$ cat src/rtl/fifo_pkg.sv
// Shared FIFO definitions: geometry constants and the read-side controller states.
package fifo_pkg;

  localparam int DATA_WIDTH = 8;
  localparam int DEPTH      = 16;
  localparam int ADDR_WIDTH = $clog2(DEPTH);

  typedef enum logic [1:0] {
    IDLE   = 2'd0,
    ACTIVE = 2'd1,
    DRAIN  = 2'd2
  } rd_state_e;

endpackage

$ cat src/rtl/fifo_stream_reader_if.sv
// FIFO read port plus valid/ready stream, bundled for the read-side master.
interface fifo_stream_reader_if #(
  parameter int DATA_WIDTH = 8
);

  logic                  fifo_empty;
  logic                  fifo_underflow;
  logic [DATA_WIDTH-1:0] fifo_data_out;
  logic                  fifo_read_en;
  logic                  m_valid;
  logic                  m_ready;
  logic [DATA_WIDTH-1:0] m_data;

  modport master (
    input  fifo_empty, fifo_underflow, fifo_data_out, m_ready,
    output fifo_read_en, m_valid, m_data
  );

  modport slave (
    output fifo_empty, fifo_underflow, fifo_data_out, m_ready,
    input  fifo_read_en, m_valid, m_data
  );

endinterface

$ cat src/rtl/fifo_rd_skid.sv
// Two-entry in-order buffer; head entry is the registered stream output.
module fifo_rd_skid #(
  parameter int DATA_WIDTH = 8
) (
  input  logic                  clk,
  input  logic                  reset_n,
  input  logic                  push,
  input  logic [DATA_WIDTH-1:0] din,
  input  logic                  pop,
  output logic [DATA_WIDTH-1:0] head,
  output logic [1:0]            occ
);

  logic [DATA_WIDTH-1:0] head_p1;
  logic [DATA_WIDTH-1:0] tail_p1;
  logic [1:0]            occ_p1;

  // stage 1: capture of the word returned by the FIFO
  always_ff @(posedge clk or negedge reset_n) begin
    if (!reset_n) begin
      head_p1 <= '0;
      tail_p1 <= '0;
      occ_p1  <= 2'd0;
    end else begin
      case ({push, pop})
        2'b10: begin
          if (occ_p1 == 2'd0) head_p1 <= din;
          else                tail_p1 <= din;
          occ_p1 <= occ_p1 + 2'd1;
        end
        2'b01: begin
          head_p1 <= tail_p1;
          occ_p1  <= occ_p1 - 2'd1;
        end
        2'b11: begin
          // simultaneous capture and pop: occupancy is unchanged
          if (occ_p1 == 2'd2) begin
            head_p1 <= tail_p1;
            tail_p1 <= din;
          end else begin
            head_p1 <= din;
          end
        end
        default: ;
      endcase
    end
  end

  assign head = head_p1;
  assign occ  = occ_p1;

endmodule

$ cat src/rtl/fifo_stream_reader.sv
// Read-side master for the synchronous FIFO: credit-based reads into a 2-entry buffer feeding a stream.
module fifo_stream_reader
  import fifo_pkg::*;
#(
  parameter int DATA_WIDTH = fifo_pkg::DATA_WIDTH,
  parameter int CNT_WIDTH  = 16
) (
  input  logic                 clk,
  input  logic                 reset_n,
  input  logic                 enable,
  input  logic                 clr_stats,
  output logic                 busy,
  output logic [CNT_WIDTH-1:0] words_read,
  output logic                 err_underflow,
  fifo_stream_reader_if.master bus
);

  rd_state_e             state;
  rd_state_e             state_nxt;
  logic                  inflight_p0;
  logic [1:0]            occ;
  logic                  pop;
  logic [2:0]            credit;
  logic [DATA_WIDTH-1:0] head;

  assign pop    = bus.m_valid & bus.m_ready;
  // a same-cycle pop frees a slot, which sustains one word per cycle
  assign credit = {1'b0, occ} + {2'b00, inflight_p0} - {2'b00, pop};

  assign bus.fifo_read_en = (state == ACTIVE) & ~bus.fifo_empty & (credit < 3'd2);
  assign bus.m_valid      = (occ != 2'd0);
  assign bus.m_data       = head;
  assign busy             = inflight_p0 | (occ != 2'd0);

  always_ff @(posedge clk or negedge reset_n) begin
    if (!reset_n) state <= IDLE;
    else          state <= state_nxt;
  end

  always_comb begin
    state_nxt = state;
    case (state)
      IDLE:    if (enable) state_nxt = ACTIVE;
      ACTIVE:  if (!enable) state_nxt = DRAIN;
      DRAIN: begin
        if (enable)                                 state_nxt = ACTIVE;
        else if (!inflight_p0 && (occ == 2'd0))     state_nxt = IDLE;
      end
      default: state_nxt = IDLE;
    endcase
  end

  // stage 0: read issued, data returns from the FIFO next cycle
  always_ff @(posedge clk or negedge reset_n) begin
    if (!reset_n) inflight_p0 <= 1'b0;
    else          inflight_p0 <= bus.fifo_read_en;
  end

  fifo_rd_skid #(
    .DATA_WIDTH(DATA_WIDTH)
  ) u_skid (
    .clk     (clk),
    .reset_n (reset_n),
    .push    (inflight_p0),
    .din     (bus.fifo_data_out),
    .pop     (pop),
    .head    (head),
    .occ     (occ)
  );

  always_ff @(posedge clk or negedge reset_n) begin
    if (!reset_n) begin
      words_read    <= '0;
      err_underflow <= 1'b0;
    end else if (clr_stats) begin
      words_read    <= '0;
      err_underflow <= 1'b0;
    end else begin
      if (pop)                words_read    <= words_read + 1'b1;
      if (bus.fifo_underflow) err_underflow <= 1'b1;
    end
  end

  a_no_overrun: assert property (@(posedge clk) disable iff (!reset_n)
    ({1'b0, occ} + {2'b00, inflight_p0}) <= 3'd2);

endmodule

$ cat src/flat_wrapper.sv
// flat-port wrapper written by rule: the top's interface ports become plain ports
module fifo_stream_reader_flat import fifo_pkg::*;
#(
  parameter int DATA_WIDTH = fifo_pkg::DATA_WIDTH,
  parameter int CNT_WIDTH  = 16
)
  (clk, reset_n, enable, clr_stats, busy, words_read, err_underflow, bus_fifo_empty, bus_fifo_underflow, bus_fifo_data_out, bus_m_ready, bus_fifo_read_en, bus_m_valid, bus_m_data);
  fifo_stream_reader_if #(.DATA_WIDTH(DATA_WIDTH)) bus_i ();
  input  logic clk;
  input  logic reset_n;
  input  logic enable;
  input  logic clr_stats;
  output logic busy;
  output logic [CNT_WIDTH-1:0] words_read;
  output logic err_underflow;
  input wire logic [$bits(bus_i.fifo_empty)-1:0] bus_fifo_empty;
  input wire logic [$bits(bus_i.fifo_underflow)-1:0] bus_fifo_underflow;
  input wire logic [$bits(bus_i.fifo_data_out)-1:0] bus_fifo_data_out;
  input wire logic [$bits(bus_i.m_ready)-1:0] bus_m_ready;
  output wire logic [$bits(bus_i.fifo_read_en)-1:0] bus_fifo_read_en;
  output wire logic [$bits(bus_i.m_valid)-1:0] bus_m_valid;
  output wire logic [$bits(bus_i.m_data)-1:0] bus_m_data;
  assign bus_i.fifo_empty = bus_fifo_empty;
  assign bus_i.fifo_underflow = bus_fifo_underflow;
  assign bus_i.fifo_data_out = bus_fifo_data_out;
  assign bus_i.m_ready = bus_m_ready;
  assign bus_fifo_read_en = bus_i.fifo_read_en;
  assign bus_m_valid = bus_i.m_valid;
  assign bus_m_data = bus_i.m_data;
  fifo_stream_reader #(.DATA_WIDTH(DATA_WIDTH), .CNT_WIDTH(CNT_WIDTH)) u_core (.clk(clk), .reset_n(reset_n), .enable(enable), .clr_stats(clr_stats), .busy(busy), .words_read(words_read), .err_underflow(err_underflow), .bus(bus_i));
endmodule
$ cat config.mk
export PLATFORM = sky130hd
export DESIGN_NAME = fifo_stream_reader_flat
export DESIGN_NICKNAME = d
export VERILOG_FILES = /design/src/rtl/fifo_pkg.sv /design/src/rtl/fifo_stream_reader_if.sv /design/src/rtl/fifo_rd_skid.sv /design/src/rtl/fifo_stream_reader.sv /design/src/flat_wrapper.sv
export SDC_FILE = /design/constraint.sdc
export NUM_CORES = 1
export LEC_CHECK = 0
export CORE_MARGIN = 2
export CORE_UTILIZATION = 50
export DETAILED_ROUTE_END_ITERATION = 16
export DONT_BUFFER_PORTS = 1
export HOLD_SLACK_MARGIN = 0.1
export PLACE_DENSITY = 0.62
export SYNTH_ARGS = -nofsm -noshare
export SYNTH_HDL_FRONTEND = slang
export SYNTH_SLANG_ARGS = --single-unit
$ cat constraint.sdc
create_clock -name clk -period 5 [get_ports clk]
set_input_delay 0.75 -clock clk [delete_from_list [all_inputs] [get_ports clk]]
set_output_delay 0.75 -clock clk [all_outputs]
set_load 0.02 [all_outputs]
### Word level (Yosys, flattened, before mapping)

Index checks and enable logic that the tools add are counted.
Widths: inputs -> output; s select.

| cells by class | value |
|---|---|
| reduce and logical (&&, ||, !) cells | 13 |
| shift operators | 0 |
| equality and inequality tests | 12 |
| multiplexer cells | 16 |
| bitwise operators | 5 |
| magnitude comparators | 1 |
| $mul | 0 |
| $add $sub $neg | 5 |
| div/mod/pow operators | 0 |

Operator list:

| operator | number |
|---|---|
| $mux 16 | 2 |
| $mux 8 | 4 |
| $pmux 8 s3 | 1 |
| $add 16x1->16 const B | 1 |
| $pmux 8 s2 | 1 |
| $reduce_bool 2->1 | 5 |
| $eq 2x2->1 const B | 4 |
| $mux 2 | 4 |
| $ne 2x2->1 const B | 4 |
| $pmux 2 s3 | 1 |
| $reduce_and 3->1 | 2 |
| $eq 2x1->1 const B | 2 |
| $logic_not 2->1 | 2 |
| $pmux 2 s2 | 1 |
| $add 2x1->3 | 1 |
| $and 1x1->1 | 3 |
| $lt 3x2->1 const B | 1 |
| $ne 3x2->1 const B | 1 |
| $reduce_bool 3->1 | 1 |
| $sub 3x1->3 | 1 |
| $add 2x1->2 const B | 1 |
| $mux 1 | 2 |
| $ne 2x1->1 const B | 1 |
| $reduce_and 2->1 | 1 |
| 5 further kinds | 5 |

| storage, ports and cells | value |
|---|---|
| output and inout bits | 28 |
| memory bits (read-only) | 0 |
| logic and storage cells | 59 |
| bits in writable memories | 0 |
| register bits | 38 |
| latch bits | 0 |
| memories | 0 |

### Depth between registers and ports, before layout

Gate-level depths: netlist (run 1).

| depth | value |
|---|---|
| depth in word-level cells | 5 |
| mapped depth | 9 |

### Cells and area by module

A second synthesis (run 1) with hierarchy kept.

| unflattened totals | value |
|---|---|
| cell total of the unflattened synthesis | 183 |
| area, all modules | 1966.9 um^2 |

By module, submodules not included:

| module | sequential area each (um^2) | cells each | times used | area each (um^2) |
|---|---|---|---|---|
| fifo_stream_reader | 500.5 | 101 | 1 | 1059.8 |
| fifo_rd_skid | 450.4 | 82 | 1 | 907.1 |

### Least setup slack after synthesis (run 1)

No wires, ideal clock.

| timing path | value |
|---|---|
| kind | input port to output port |
| from | in bus_m_ready |
| to | out bus_fifo_read_en |
| path slack | 1227 ps |
| required time | 4250 ps |
| path buffers | 1 |
| cell stages on the path | 7 |
| arrival | 3023 ps |
| path through | clkbuf_1 -> nand2_1 -> ha_1 -> nand2b_1 -> fa_1 -> xor2_1 -> nor4b_1 |

| on the way | value |
|---|---|
| word-level cells in the longest chain between the ends | 4 |

RTL lines:

| element | RTL line | text |
|---|---|---|
| start: declaration | flat_wrapper.sv:19 | `input wire logic [$bits(bus_i.m_ready)-1:0] bus_m_ready;` |
| $and 1x1->1 | fifo_stream_reader.sv:26 | `assign pop = bus.m_valid & bus.m_ready;` |
| $sub 3x1->3 | fifo_stream_reader.sv:28 | `assign credit = {1'b0, occ} + {2'b00, inflight_p0} - {2'b00, pop};` |
| $lt 3x2->1 | fifo_stream_reader.sv:30 | `assign bus.fifo_read_en = (state == ACTIVE) & ~bus.fifo_empty & (credit < 3'd2);` |
| $and 1x1->1 | fifo_stream_reader.sv:30 |  |
| end: declaration | flat_wrapper.sv:20 | `output wire logic [$bits(bus_i.fifo_read_en)-1:0] bus_fifo_read_en;` |

No other way between the ends.

### Final worst setup path (run 1)

| timing path | value |
|---|---|
| from | reg u_core.u_skid.occ_p1[1], in the netlist u_core.u_skid.occ[1] |
| to | out bus_fifo_read_en |

| on the way | value |
|---|---|
| word-level cells in the longest chain between the ends | 5 |
| elaborated cells on any way between the ends | 6 |
| classes of those cells | add/sub (2); order compare (1); bitwise (2); reduce/logical (1) |

RTL lines:

| element | RTL line | text |
|---|---|---|
| start: declaration | fifo_rd_skid.sv:16 | `logic [1:0] occ_p1;` |
| start signal: assignment | fifo_rd_skid.sv:29 | `occ_p1 <= occ_p1 + 2'd1;` |
| start signal: assignment | fifo_rd_skid.sv:33 | `occ_p1 <= occ_p1 - 2'd1;` |
| $reduce_bool 2->1 | fifo_stream_reader.sv:31 | `assign bus.m_valid = (occ != 2'd0);` |
| net bus_m_valid | flat_wrapper.sv:21 | `output wire logic [$bits(bus_i.m_valid)-1:0] bus_m_valid;` |
| $and 1x1->1 | fifo_stream_reader.sv:26 |  |
| $sub 3x1->3 | fifo_stream_reader.sv:28 |  |
| $lt 3x2->1 | fifo_stream_reader.sv:30 |  |
| $and 1x1->1 | fifo_stream_reader.sv:30 |  |

The timed path passes the listed nets, and every way through them passes these cells.

==> metrics list, run 1 <==
- The library cell used most frequently in the layout, excluding fill and tap cells, is sky130_fd_sc_hd__dfrtp_1.
- For this configuration, the core starts out at a cell density of 51.89%.
- Via count of the first global-routing pass: 1425
- In this run, the number of DRC markers left after iteration 0 of detailed routing was 46.
* Delay of the slowest cell on the worst path: 500 ps
* Max Clk Rate: 266.0 MHz
* Post-layout nets: 195
* Width of the die: 65.41 um
* Most frequent cells in the layout: 38 x sky130_fd_sc_hd__dfrtp_1, 17 x sky130_fd_sc_hd__nor2_1, 17 x sky130_fd_sc_hd__mux2_2, 16 x sky130_fd_sc_hd__o22ai_1, 15 x sky130_fd_sc_hd__a21oi_1
- Buffers inserted to repair hold after CTS numbered 0.
* Total die area: 4278 um^2
* Synthesized Nets: 195
* Synthesized netlist cell count: 177
* Global-route wire length before repair: 6617 um
- The flow ran to the end, and the final reports show no timing, DRC or antenna violations.
* Number of iterations in the first detailed-routing pass: 4
- The synthesized netlist occupies a cell area of 1886 um^2.
- Finish-stage setup viols: 0
* Worst max-slew margin expressed relative to the limit: 63.27%
- Of all nets on the critical path, the largest fanout is 10.
- Per-cell routed wire length: 17.37 um
- CTS clock-pin slew for the worst setup and hold paths: 70 ps
- The number of max-slew violations in the final report is 0.
- Fraction of layout instances using a drive strength above 1: 15.17%
* Max-cap violations: 0
* Fill cell instance count of the final layout: 330
- Number of DRC violations after detailed routing: 0
- Leakage power of the design: 0.8377 nW
* Number of buffer and inverter stages on the critical path: 2
- Entering global routing, the biggest net connects 39 pins.
- Post-route cell area: 2006 um^2
- Height of the die: 65.41 um
* Total count of hold-check failures in the final report: 0
- Ant. Diodes: 0
- Post-CTS repair timing setup buffer count: 0
* Aggregate global routing overflow: 0
- Top Family by Delay on Critical Path: simple AND/OR/NAND/NOR gates
* Synth Register Bits: 38
* Core ar.: 3633 um^2
- The sequential cells in the finished layout cover a total of 950.9 um^2.
- Across the VDD grid, the largest voltage drop is 361.2 uV.
- Mean Syn Cell Area: 10.65 um^2
- Sum of negative setup slack: 0 ps
- Post-Route WL: 3926 um
- Data on the critical path is required at its endpoint by 4250 ps.
- Clock tree synthesis inserted a total of 5 buffers.
* Final Total Pwr: 1.076 mW
* Worst Skew: 1.813 ps
- Detailed placement finished with a half-perimeter wire length of 2687 um.
* Prevailing post-synth register cell: sky130_fd_sc_hd__dfrtp_1
- Number of placement rows: 22
* Maximum clock insertion buffer count: 2
* Post-CTS Resized: 0
- The final route contains 1343 vias.
- Root buffer selected by CTS: sky130_fd_sc_hd__clkbuf_8
* Mean number of vias per cell: 5.942
* Number of clock sinks seen by CTS: 38
* Class of the worst hold path: primary input to async pin
* Area of the multi-input gates: 880.8 um^2
* Yosys warnings: 0
* Num ports: 43
- Total cell area at the placement stage: 1914 um^2
- The count of buffers added on input and output ports is 0.
- Nature of the critical path endpoint: output port
- The final critical path takes up 75.18% of the cycle.
- Unrepaired setup endpoints after global routing: no
- The number of different library cells used by synthesis comes to 38.
* Routability cong.: 0.7256
* Clock Latency Late Sink: 290 ps
- Type of the setup path with the least slack: register to output port
* Min Clock Period, post-route: 3759 ps
- CP Launch Type: register
* Initial antenna violation count: 0
- Across every metal layer, demand over resource in global routing totals 20.85%.
- Synth-to-Final Area Change: 6.370%
- Data on the critical path arrives at its endpoint at 3010 ps.
* TritonCTS clock tree: yes
- Worst slew pin tran: 550.9 ps
* Critical-path top delay cell: sky130_fd_sc_hd__dfrtp_1
- Async set-reset flop share out of synthesis: 100.0%
- The synthesized design contains 0 enable-type register cells.
- The H-tree was split into 2 levels.
- The tightest hold path in the finished design has a slack of 148.3 ps.
- Final ANT Viol Nets: 0
* Cell Chain, Critical Path: nor2_1 -> inv_1 -> nand2_1 -> ha_1 -> nand2b_1 -> fa_1 -> xor2_1 -> nor4b_1 -> buf_4
* Share of the yosys chip area belonging to registers: 50.43%
- In this run the power density over the cells is 536.2 nW/um^2.
==> kinds of logic after synthesis <==
| family | after synthesis | share of synthesized area (%) |
|---|---|---|
| AO/OA/AOI/OAI | 42 | 13.67 |
| XOR/XNOR | 12 | 5.574 |
| adder cells (fa/ha/maj) | 3 | 2.389 |
| buffers and inverters | 12 | 2.853 |
| flip-flops | 38 | 50.43 |
| multiplexers | 18 | 10.68 |
| AND/OR/NAND/NOR | 52 | 14.40 |
==> where the power goes <==
part	leakage, nW	switching [mW]	internal, mW
combinational	0.305	0.170	0.167
clock	0.0482	0.104	0.111
sequential	0.485	0.132	0.391
total	0.838	0.406	0.669
==> per-stage QoR <==
stage               utilization, %  std cells  setup WS (ps)
CTS                          55.20        226           1221
floorplan                        -        177           1227
finish                       55.20        226           1241
global route                 55.20        226           1094
detailed placement           52.69        218           1557
global placement             52.69        218           1661
==> cells in the mapped netlist, types with 3 or more instances <==
| library cell | count | area (um^2) |
|---|---|---|
| sky130_fd_sc_hd__dfrtp_1 | 38 | 950.9 |
| sky130_fd_sc_hd__mux2_2 | 17 | 191.4 |
| sky130_fd_sc_hd__nor2_1 | 17 | 63.81 |
| sky130_fd_sc_hd__o22ai_1 | 16 | 100.1 |
| sky130_fd_sc_hd__a21oi_1 | 15 | 75.07 |
| sky130_fd_sc_hd__xor2_1 | 9 | 78.83 |
| sky130_fd_sc_hd__nand2_1 | 6 | 22.52 |
| sky130_fd_sc_hd__nand3_1 | 6 | 30.03 |
| sky130_fd_sc_hd__o21ai_0 | 4 | 20.02 |
| sky130_fd_sc_hd__clkbuf_1 | 3 | 11.26 |
| sky130_fd_sc_hd__inv_1 | 3 | 11.26 |
| sky130_fd_sc_hd__nand4_1 | 3 | 18.77 |
| sky130_fd_sc_hd__nor3_1 | 3 | 15.01 |
| sky130_fd_sc_hd__or3_1 | 3 | 18.77 |
| sky130_fd_sc_hd__xnor2_1 | 3 | 26.28 |
==> state kept, by name (all words and copies together) (netlist names) <==
| name | cells |
|---|---|
| u_core.err_underflow | 1 |
| u_core.inflight_p0 | 1 |
| u_core.state | 2 |
| u_core.u_skid.head | 8 |
| u_core.u_skid.occ | 2 |
| u_core.u_skid.tail_p1 | 8 |
| u_core.words_read | 16 |
==> path summary, 6_finish.rpt <==
kind,from,slack [ps],end,depth (start not counted)
hold reg to reg,u_core.state[0],490,u_core.state[0],1
max in group asynchronous,reset_n,4770,u_core.words_read[6],0
setup / recovery,u_core.u_skid.occ[1],1240,bus_fifo_read_en,9
hold / removal,reset_n,150,u_core.words_read[15],0
setup reg to reg,u_core.u_skid.occ[1],2210,u_core.inflight_p0,9
min in group clk,u_core.state[0],490,u_core.state[0],1
==> final cells by class <==
cell class	instances	share of cell area, %
sequential	38	47.41
multi-input combinational	127	43.92
tap	48	2.994
clock buffer	7	4.304
inverter	4	0.7486
timing repair buffer	1	0.3743
clock inverter	1	0.2495
==> per-layer routing <==
metal / track usage, % / share of wire [%] / wire [um]
met1: 27.65 / 46 / 1804
met2: 29.85 / 45 / 1762
met3: 8.904 / 7.7 / 301
met4: 8.854 / 1.5 / 57
met5: 0 / 0 / 0
No activity file was read; power rests on OpenSTA's default activity.
==> run 2: changes to the inputs <==
--- a/config.mk
+++ b/config.mk
@@ -10,7 +10,7 @@
 export DETAILED_ROUTE_END_ITERATION = 16
 export DONT_BUFFER_PORTS = 1
 export HOLD_SLACK_MARGIN = 0.1
-export PLACE_DENSITY = 0.62
+export PLACE_DENSITY = 0.65
 export SYNTH_ARGS = -nofsm -noshare
 export SYNTH_HDL_FRONTEND = slang
 export SYNTH_SLANG_ARGS = --single-unit
==> constraint.sdc (replaced) <==
create_clock -name clk -period 3.36 [get_ports clk]
set_input_delay 0.504 -clock clk [delete_from_list [all_inputs] [get_ports clk]]
set_output_delay 0.504 -clock clk [all_outputs]
set_load 0.02 [all_outputs]
==> run 2 against run 1 <==
Clock power grew 35%. Largest cell class unchanged. Global-route usage rose by 0.22 points. Total power rose by 50%. Cell area rose by 1.8%. Critical path type unchanged. Non-clock buffer count rose by 2. Die area is the same.
==> metrics list, run 2 (synthesis gave the netlist of run 1 again) <==
- The via count of the first global-routing pass came to 1455.
- Total die area: 4278 um^2
- Among all stages on the critical path, the largest delay is contributed by sky130_fd_sc_hd__dfrtp_2.
- The net count of the finished layout is 197.
* Cell count after placement: 218
- Largest Register: u_core.words_read
- Summed over all cells, the static leakage comes to 0.8466 nW.
- Fraction of layout instances using a drive strength above 1: 18.99%
- Fill cell instance count of the final layout: 324
* Initial antenna violation count: 0
- After clock tree synthesis, the clock-pin slew on the worst setup and hold paths is 70 ps.
* Number of placement rows: 22
- Number of clock sinks seen by CTS: 38
* Area of the multi-input gates: 897.1 um^2
- Aggregate global routing overflow: 0
- Maximum number of pins on one net before global-route repair: 39
* Mean number of vias per cell: 6.004
* Cell Chain, Critical Path: nor2_4 -> inv_2 -> nand2_2 -> ha_1 -> nand2b_1 -> fa_1 -> xor2_1 -> nor4b_2 -> buf_4
* Type of the setup path with the least slack: register to output port
- Root buffer selected by CTS: sky130_fd_sc_hd__clkbuf_8
* CP required: 2860 ps
- Net Switching: 0.6276 mW
- Max VDD drop: 463.8 uV
- Ant. Diodes: 0
- Number of buffers created by CTS: 5
- Number of DRC violations after detailed routing: 0
- The worst setup path is captured at an output port.
- The floorplan step defined a core boundary enclosing 3633 um^2.
- Synth-to-Final Area Change: 8.295%
* Total track usage: 21.07%
- The library cell used most frequently in the layout, excluding fill and tap cells, is sky130_fd_sc_hd__dfrtp_1.
- STA classifies the critical path startpoint as a register.
* Initial core utilization: 51.89%
* Most frequent cells in the layout: 36 x sky130_fd_sc_hd__dfrtp_1, 17 x sky130_fd_sc_hd__mux2_2, 16 x sky130_fd_sc_hd__nor2_1, 16 x sky130_fd_sc_hd__o22ai_1, 15 x sky130_fd_sc_hd__a21oi_1
- Minimum setup slack in the final design: 202.5 ps
* Worst max-slew margin expressed relative to the limit: 62.78%
- Clock power share: 18.0%
- In this run, flip-flops and latches consume 49.4% of the power.
- Fraction of power spent switching nets: 38.97%
- After detailed routing, the average wire length per cell comes to 17.43 um.
- Once the clock tree was built, the setup fixing pass inserted 0 buffers.
* Clock Latency Late Sink: 280 ps
* TritonCTS clock tree: yes
* Power Density: 788.8 nW/um^2
* Number of iterations in the first detailed-routing pass: 4
- Derived from the worst setup path, the maximum achievable clock frequency is 316.7 MHz.
- The first global-routing pass estimated 6803 um of wire.
- The register with the most flip-flops in the layout has 16 of them.
- The congestion estimate from routability-driven global placement came to 0.7427.
- Setup violations remaining at the end of the flow were counted as 0.
* Height of the die: 65.41 um
- The routed design could run at a clock period as short as 3158 ps.
- Delay of the slowest cell on the worst path: 500 ps
* Sum of net half-perimeters after detailed placement: 2799 um
* Largest fanout on the critical path: 10
* DRT iter0 DRCs: 86
- Final ANT Viol Nets: 0
* Total count of hold-check failures in the final report: 0
- The number of buffers and inverters on the critical path is 2.
* Max-cap violations: 0
- After layout, the worst path uses 93.97% of the clock period.
- The run finished with clean final reports.
- Wires add up to 3956 um.
- Leaving out filler cells and counting taps, the final layout contains 227.
- Top Family by Delay on Critical Path: simple AND/OR/NAND/NOR gates
- Before CTS, the worst setup slack after placement is 217.0 ps.
- Class of the worst hold path: primary input to register
- Maximum clock insertion buffer count: 2
- Worst Skew: 4.483 ps
* Vias: 1363
- Input and output buffers added on the ports amount to 0.
* Worst slew pin tran: 558.3 ps
- CP Data Arrival Time: 2650 ps
- Logic pwr share: 32.6%
* Total count of max-transition violations in the final report: 0
- CTS built an H-tree with a depth of 2.
- Setup repair after global routing left no endpoint under its margin.
- Setup total negative slack on the finished layout was measured at 0 ps.
* Footprint of the flip-flops and latches: 953.4 um^2
* Final core utilization: 56.20%
* Width of the die: 65.41 um
* Total internal power: 0.9831 mW
- Num ports: 43
[run 2: changes by cell type in the layout (fill, tap and decap cells not counted), sizes merged]
cell	delta
clkbuf	-2
dlygate4sd3	+1
buf	+1
clkinv	+1
[run 2: power by group through the flow]
| stage | Clock [mW] | Combinational (mW) | Sequential (mW) |
|---|---|---|---|
| after global placement | 0 | 0.479 | 0.779 |
| final | 0.290 | 0.525 | 0.795 |
| after global routing | 0.321 | 0.586 | 0.815 |
| after detailed placement | 0 | 0.507 | 0.793 |
| after CTS | 0.299 | 0.524 | 0.790 |
| after floorplan | 0 | 0.474 | 0.728 |
[run 2: cell type report]
class / instances / area share, %
Sequential cell: 38 / 46.69
Multi-Input combinational cell: 127 / 43.93
Clock buffer: 5 / 3.370
Tap cell: 48 / 2.941
Timing Repair Buffer: 3 / 1.838
Inverter: 4 / 0.7353
Clock inverter: 2 / 0.4902
[run 2: worst paths after layout]
path,start,endpoint,slack (ps),cells past startpoint
max,u_core.u_skid.occ[1],bus_fifo_read_en,200,9
min,clr_stats,u_core.words_read[14],280,1
max reg2reg,u_core.u_skid.occ[1],u_core.inflight_p0,920,9
min reg2reg,u_core.state[0],u_core.state[0],490,1
max in group asynchronous,reset_n,u_core.u_skid.occ[1],2490,2
min in group asynchronous,reset_n,u_core.u_skid.head[7],660,2
[run 2: what timing repair did]
action,in CTS,in global routing
hold buffers,2,0
resized for setup,3,3
endpoints found under the hold margin,38,0
endpoints found under the setup margin,1,1
[run 2: through the flow]
stage               area (um^2)  hold slack [ps]  total power, mW
floorplan                  1892            208.4            1.201
global placement           1921            209.3            1.258
detailed placement         1921            209.5            1.300
CTS                        2034            267.1            1.613
global route               2042            258.9            1.722
finish                     2042            276.7            1.611
[run 2: worst reg2reg max path: stages, from the launching register on]
cell                       delay, ps
sky130_fd_sc_hd__dfrtp_2         500
sky130_fd_sc_hd__nor2_4          180
sky130_fd_sc_hd__inv_2           100
sky130_fd_sc_hd__nand2_2         130
sky130_fd_sc_hd__ha_1            290
sky130_fd_sc_hd__nand2b_1        180
sky130_fd_sc_hd__fa_1            400
sky130_fd_sc_hd__xor2_1          170
sky130_fd_sc_hd__nor4b_2         250
sky130_fd_sc_hd__buf_4           180
[run 2: layer usage]
layer	GRT usage, %	vias up	part of all wire (%)
li1	-	645	-
met1	26.75	671	44
met2	32.27	41	48
met3	8.904	6	7.0
met4	7.552	0	1.2
met5	0	-	0
